`src/rtl/rocc_cmd_arbiter.sv`:
```
// rocc_cmd_arbiter: round-robin sharing of one RoCC command/response port
// among NUM_REQ requesters. Responses to xd=1 commands are routed back
// through an in-order FIFO of requester ids.
module rocc_cmd_arbiter #(
  parameter int xLen      = 64,
  parameter int NUM_REQ   = 2,
  parameter int MAX_OUTST = 4
) (
  input  logic                    clock,
  input  logic                    reset,
  input  logic [NUM_REQ-1:0]      req_cmd_valid,
  output logic [NUM_REQ-1:0]      req_cmd_ready,
  input  logic [NUM_REQ*7-1:0]    req_cmd_funct,
  input  logic [NUM_REQ*5-1:0]    req_cmd_rd,
  input  logic [NUM_REQ-1:0]      req_cmd_xd,
  input  logic [NUM_REQ*xLen-1:0] req_cmd_rs1,
  input  logic [NUM_REQ*xLen-1:0] req_cmd_rs2,
  output logic                    acc_cmd_valid,
  input  logic                    acc_cmd_ready,
  output logic [6:0]              acc_cmd_funct,
  output logic [4:0]              acc_cmd_rd,
  output logic                    acc_cmd_xd,
  output logic [xLen-1:0]         acc_cmd_rs1,
  output logic [xLen-1:0]         acc_cmd_rs2,
  input  logic                    acc_resp_valid,
  output logic                    acc_resp_ready,
  input  logic [4:0]              acc_resp_rd,
  input  logic [xLen-1:0]         acc_resp_data,
  output logic [NUM_REQ-1:0]      req_resp_valid,
  input  logic [NUM_REQ-1:0]      req_resp_ready,
  output logic [4:0]              req_resp_rd,
  output logic [xLen-1:0]         req_resp_data,
  output logic                    busy,
  output logic                    err_unexp_resp
);

  localparam int IDW = $clog2(NUM_REQ);
  localparam int PW  = $clog2(MAX_OUTST);
  localparam int CW  = PW + 1;

  logic [IDW-1:0] rr_ptr_q, rr_ptr_d;
  logic           lock_q, lock_d;
  logic [IDW-1:0] lock_id_q, lock_id_d;
  logic           err_q, err_d;
  logic [IDW-1:0] fifo_q [MAX_OUTST];
  logic [IDW-1:0] fifo_d [MAX_OUTST];
  logic [PW-1:0]  wr_ptr_q, wr_ptr_d;
  logic [PW-1:0]  rd_ptr_q, rd_ptr_d;
  logic [CW-1:0]  count_q, count_d;

  logic [NUM_REQ-1:0] eligible;
  logic [IDW-1:0]     grant;
  logic               gnt_vld;
  logic               cmd_fire;
  logic               push;
  logic               pop;
  logic               fifo_full;
  logic               fifo_empty;
  logic [IDW-1:0]     head;

  assign fifo_full  = (count_q == CW'(MAX_OUTST));
  assign fifo_empty = (count_q == '0);
  assign head       = fifo_q[rd_ptr_q];

  // Eligibility uses the registered count, so a same-cycle pop never unblocks an xd push.
  always_comb begin
    eligible = '0;
    for (int i = 0; i < NUM_REQ; i++)
      eligible[i] = req_cmd_valid[i] && !(req_cmd_xd[i] && fifo_full);
  end

  // Grant selection: held grantee while locked, else first eligible from rr_ptr with wrap.
  always_comb begin
    int idx;
    idx     = 0;
    grant   = '0;
    gnt_vld = 1'b0;
    if (lock_q) begin
      grant   = lock_id_q;
      gnt_vld = 1'b1;
    end else begin
      for (int k = 0; k < NUM_REQ; k++) begin
        idx = int'(rr_ptr_q) + k;
        if (idx >= NUM_REQ) idx = idx - NUM_REQ;
        if (!gnt_vld && eligible[idx]) begin
          gnt_vld = 1'b1;
          grant   = IDW'(idx);
        end
      end
    end
  end

  // Command mux toward the accelerator; fields are zero when nobody is granted.
  always_comb begin
    acc_cmd_valid = gnt_vld;
    acc_cmd_funct = '0;
    acc_cmd_rd    = '0;
    acc_cmd_xd    = 1'b0;
    acc_cmd_rs1   = '0;
    acc_cmd_rs2   = '0;
    req_cmd_ready = '0;
    if (gnt_vld) begin
      acc_cmd_funct = req_cmd_funct[int'(grant)*7 +: 7];
      acc_cmd_rd    = req_cmd_rd[int'(grant)*5 +: 5];
      acc_cmd_xd    = req_cmd_xd[grant];
      acc_cmd_rs1   = req_cmd_rs1[int'(grant)*xLen +: xLen];
      acc_cmd_rs2   = req_cmd_rs2[int'(grant)*xLen +: xLen];
      req_cmd_ready[grant] = acc_cmd_ready;
    end
  end

  assign cmd_fire = gnt_vld && acc_cmd_ready;
  assign push     = cmd_fire && acc_cmd_xd;

  // Response routing: head id selects the target; with an empty FIFO responses are swallowed.
  always_comb begin
    req_resp_valid = '0;
    acc_resp_ready = 1'b1;
    if (!fifo_empty) begin
      req_resp_valid[head] = acc_resp_valid;
      acc_resp_ready       = req_resp_ready[head];
    end
  end

  assign pop            = !fifo_empty && acc_resp_valid && acc_resp_ready;
  assign req_resp_rd    = acc_resp_rd;
  assign req_resp_data  = acc_resp_data;
  assign busy           = !fifo_empty || gnt_vld;
  assign err_unexp_resp = err_q;

  // Next-state for arbiter pointer, lock, id FIFO and error flag.
  always_comb begin
    rr_ptr_d  = rr_ptr_q;
    lock_d    = gnt_vld && !acc_cmd_ready;
    lock_id_d = lock_id_q;
    fifo_d    = fifo_q;
    wr_ptr_d  = wr_ptr_q;
    rd_ptr_d  = rd_ptr_q;
    count_d   = count_q;
    err_d     = err_q | (fifo_empty && acc_resp_valid);
    if (lock_d) lock_id_d = grant;
    if (cmd_fire)
      rr_ptr_d = (int'(grant) == NUM_REQ - 1) ? '0 : IDW'(int'(grant) + 1);
    if (push) begin
      fifo_d[wr_ptr_q] = grant;
      wr_ptr_d         = wr_ptr_q + PW'(1);
    end
    if (pop) rd_ptr_d = rd_ptr_q + PW'(1);
    case ({push, pop})
      2'b10:   count_d = count_q + CW'(1);
      2'b01:   count_d = count_q - CW'(1);
      default: count_d = count_q;
    endcase
  end

  // Control state register with synchronous reset.
  always_ff @(posedge clock) begin
    if (reset) begin
      rr_ptr_q  <= '0;
      lock_q    <= 1'b0;
      lock_id_q <= '0;
      wr_ptr_q  <= '0;
      rd_ptr_q  <= '0;
      count_q   <= '0;
      err_q     <= 1'b0;
    end else begin
      rr_ptr_q  <= rr_ptr_d;
      lock_q    <= lock_d;
      lock_id_q <= lock_id_d;
      wr_ptr_q  <= wr_ptr_d;
      rd_ptr_q  <= rd_ptr_d;
      count_q   <= count_d;
      err_q     <= err_d;
    end
  end

  // Id storage needs no reset; entries are only read once count says they are valid.
  always_ff @(posedge clock) begin
    fifo_q <= fifo_d;
  end

endmodule

```
`config.mk`:
```
export PLATFORM = sky130hd
export DESIGN_NAME = rocc_cmd_arbiter
export DESIGN_NICKNAME = d
export VERILOG_FILES = /design/src/rtl/rocc_cmd_arbiter.sv
export SDC_FILE = /design/constraint.sdc
export NUM_CORES = 1
export LEC_CHECK = 0
export CORE_AREA = 2 2 224 226
export DETAILED_ROUTE_END_ITERATION = 8
export DIE_AREA = 0 0 226 228
export PLACE_DENSITY = 0.39
export RECOVER_POWER = 100
export SLEW_MARGIN = 40
export SYNTH_ARGS = -nofsm -noshare
export SYNTH_HDL_FRONTEND = slang
export SYNTH_SLANG_ARGS = --single-unit
```
`constraint.sdc`:
```
create_clock -name clock -period 3.15 [get_ports clock]
set_clock_uncertainty 0.2 [all_clocks]
set_input_delay 0.63 -clock clock [delete_from_list [all_inputs] [get_ports clock]]
set_output_delay 0.63 -clock clock [all_outputs]
set_load 0.1 [all_outputs]
```
==> flow_summary.json <==
{
  "ir_drop_mv": 0.1685,
  "drtIter0Drc": 109,
  "clock_latency_ns": 0.24,
  "synth_top_cell_area_share_pct": 31.98,
  "grt_pass1_wl_mm": 39.31,
  "syn_area_um2": 3368,
  "rrSetupSlack_ns": 0.21,
  "synth_most_common_cell": "nand2_1",
  "maxSlewHeadroom_pct": 18.35,
  "hold_path.class": "flip-flop to flip-flop",
  "worst_slack_ns": 0.09257,
  "die_w_um": 226,
  "hold_violations": 0,
  "worst-setup-path-type": "input pin to output port",
  "synthDistinctLibCells": 38,
  "area.growth.synth_to_final_pct": 235.3,
  "die_y_um": 228,
  "synth-xor-area-share_pct": 1.040,
  "r2r-start": "count_q[0]",
  "cp_max_fo": 33,
  "dpl.cell_count": 1687,
  "synth-edff-count": 4,
  "numCtsBuffers": 3,
  "num_vias": 5749,
  "fillers": 5416,
  "grt_use_total_pct": 9.986,
  "cp.arrival_ns": 2.23,
  "wl_per_cell_um": 15.93,
  "syn_nets": 991,
  "ys_async_sr_fraction_pct": 0,
  "synth_ff_type": "dfxtp_1",
  "synth-simple-area-share_pct": 36.85,
  "stdcell_count": 1717,
  "fin_crit_ns": 3.057,
  "min_delay_path_depth": 2,
  "synth-compound-area-share_pct": 24.41,
  "hold_path.startpoint": "err_unexp_resp",
  "synthTopCellsByArea": "nand2_1, a21oi_1, buf_4, dfxtp_1, edfxtp_1",
  "cp_data_required_time_ns": 2.32,
  "portBuffers": 438,
  "synth_top_family_by_area": "simple AND/OR/NAND/NOR gates",
  "cp-end-kind": "output port",
  "synth_top_area_cell": "nand2_1",
  "cts_sinks": 15,
  "nets": 1409,
  "synthAdderAreaFrac_pct": 2.452,
  "synthTopCellsByCount": "nand2_1, a21oi_1, buf_4, clkbuf_1, buf_2",
  "antenna_found_initial": 2,
  "htree_num_levels": 1,
  "avgSynthCellArea_um2": 5.381,
  "clk_path_buf_depth": 2,
  "reg2reg_to": "count_q[2]",
  "cts_root_buf": "clkbuf_16",
  "rsz0062_at_grt": "no",
  "fin_setup_tns_ns": 0,
  "grt_max_degree": 34,
  "cts_tree": "yes",
  "setup_viol": 0,
  "dp_slack_ns": -0.3018,
  "die_area_um2": 51530,
  "boundaryPins": 577,
  "yosys_warnings": 0,
  "hold_path_end": "err_unexp_resp",
  "reg2regPathDepth": 12,
  "grt_pass1_vias": 6268,
  "slew_viol_final": 0,
  "place.gp.congestion": 0.7272,
  "coreArea_um2": 49350,
  "hpwl_mm": 22.82,
  "ant_nets": 0,
  "ys_seq_elements": 15,
  "run_status": "complete, no violations",
  "max_freq_ghz": 0.3271,
  "syn-instance-count": 626,
  "finalCritPeriodShare_pct": 97.06,
  "layout-drive-gt1-share_pct": 38.83,
  "synth-seq-area-share_pct": 10.10,
  "grt-ovfl-total": 0,
  "start_util_pct": 6.825,
  "muxShareOfSynthArea_pct": 1.709,
  "firstDrtPassIters": 4,
  "clkTransAtPathRegs_ns": 0.05,
  "tightest_slew_ns": 1.230,
  "via_per_inst": 3.348,
  "hold_slack_ns": 0.2577,
  "rows": 82,
  "drt-total-wl_mm": 27.35,
  "critPathLaunchType": "input pin",
  "power_density_nw_per_um2": 380.5,
  "drv_cap": 0,
  "drc": 0,
  "leakage_nw": 4.240,
  "p_total_mw": 4.297
}
==> cell families (layout without fill, tap and decap cells) <==
group	count (synthesis)	after routing
simple gates	316	316
flops	15	15
other cells	0	2
mux	4	4
compound gates	156	156
xor+xnor	4	4
fa+ha+maj	6	6
buf+inv	125	542
==> cell usage in the layout, fill, tap and decap left out, drive strengths merged, types with 2 or more instances in the layout <==
cell type,instances
a21oi,145
and2,5
and3,2
buf,225
clkbuf,19
clkdlybuf4s50,284
dfxtp,11
diode,2
dlygate4sd2,2
edfxtp,4
ha,5
inv,9
mux2i,2
nand2,287
nand2b,4
nor2,11
nor3,2
nor3b,2
o21ai,2
or3,2
xnor2,2
xor2,2
==> worst max-delay path by stage <==
stage               depth (start not counted)           from                to  slack, ns
finish                                      8  req_cmd_xd[0]   acc_cmd_rs2[52]       0.09
global route                                9  req_cmd_xd[0]   acc_cmd_rs1[35]      0.006
CTS                                        11  req_cmd_xd[1]   acc_cmd_rs2[15]      0.007
detailed placement                         12  req_cmd_xd[1]        count_q[2]      -0.30
global placement                           12  req_cmd_xd[1]        count_q[2]      -0.30
floorplan                                   8  req_cmd_xd[1]  acc_cmd_funct[0]      -0.30
==> repair_timing <==
item | in CTS | in global routing
resized for setup | 42 | 9
gates cloned | 4 | 0
endpoints found under the setup margin | 145 | 132
buffers inserted | 20 | 0
hold buffers | 0 | 0
pin swaps | 47 | 10
==> layout make-up <==
type / instances / area, um^2 / share of cell area (%)
inverter: 9 / 36.28 / 0.3213
clock buffer: 3 / 75.07 / 0.6647
clock inverter: 1 / 5.005 / 0.04432
multi-input combinational: 486 / 3870 / 34.27
sequential: 15 / 341.6 / 3.025
timing repair buffer: 529 / 6120 / 54.19
antenna: 2 / 5.005 / 0.04432
tap: 672 / 840.8 / 7.445
==> layer usage <==
layer | vias up | global-route usage (%) | part of all wire (%)
li1 | 2789 | - | -
met1 | 2597 | 9.811 | 34
met2 | 349 | 19.58 | 52
met3 | 12 | 3.581 | 11
met4 | 2 | 2.173 | 2.0
met5 | - | 0.4744 | 0.12
==> flip-flops by register name, indices dropped and copies added, names as in the netlist <==
| name | cells |
|---|---|
| lock_id_q | 1 |
| fifo_q | 4 |
| rr_ptr_q | 1 |
| wr_ptr_q | 2 |
| count_q | 3 |
| err_unexp_resp | 1 |
| lock_q | 1 |
| rd_ptr_q | 2 |
==> critical path, cell delays in order <==
cell,delay (ns)
dlygate4sd2_1,0.27
a21oi_2,0.16
o31a_4,0.17
buf_4,0.19
buf_8,0.25
nand2_1,0.17
a21oi_4,0.17
buf_12,0.18
==> power by group <==
group | total, mW | internal [mW] | leakage (nW) | switching [mW]
clock | 0.246 | 0.169 | 0.0409 | 0.0766
combinational | 3.82 | 1.37 | 4.07 | 2.45
sequential | 0.230 | 0.215 | 0.127 | 0.0151
==> through the flow <==
stage / instance area [um^2] / util (%)
5_1_grt: 11290 / 22.88
6_report: 11290 / 22.88
4_1_cts: 12140 / 24.59
3_3_place_gp: 11620 / 23.54
3_5_place_dp: 11620 / 23.54
2_1_floorplan: 4946 / -
(Power assumes the default switching activity.)
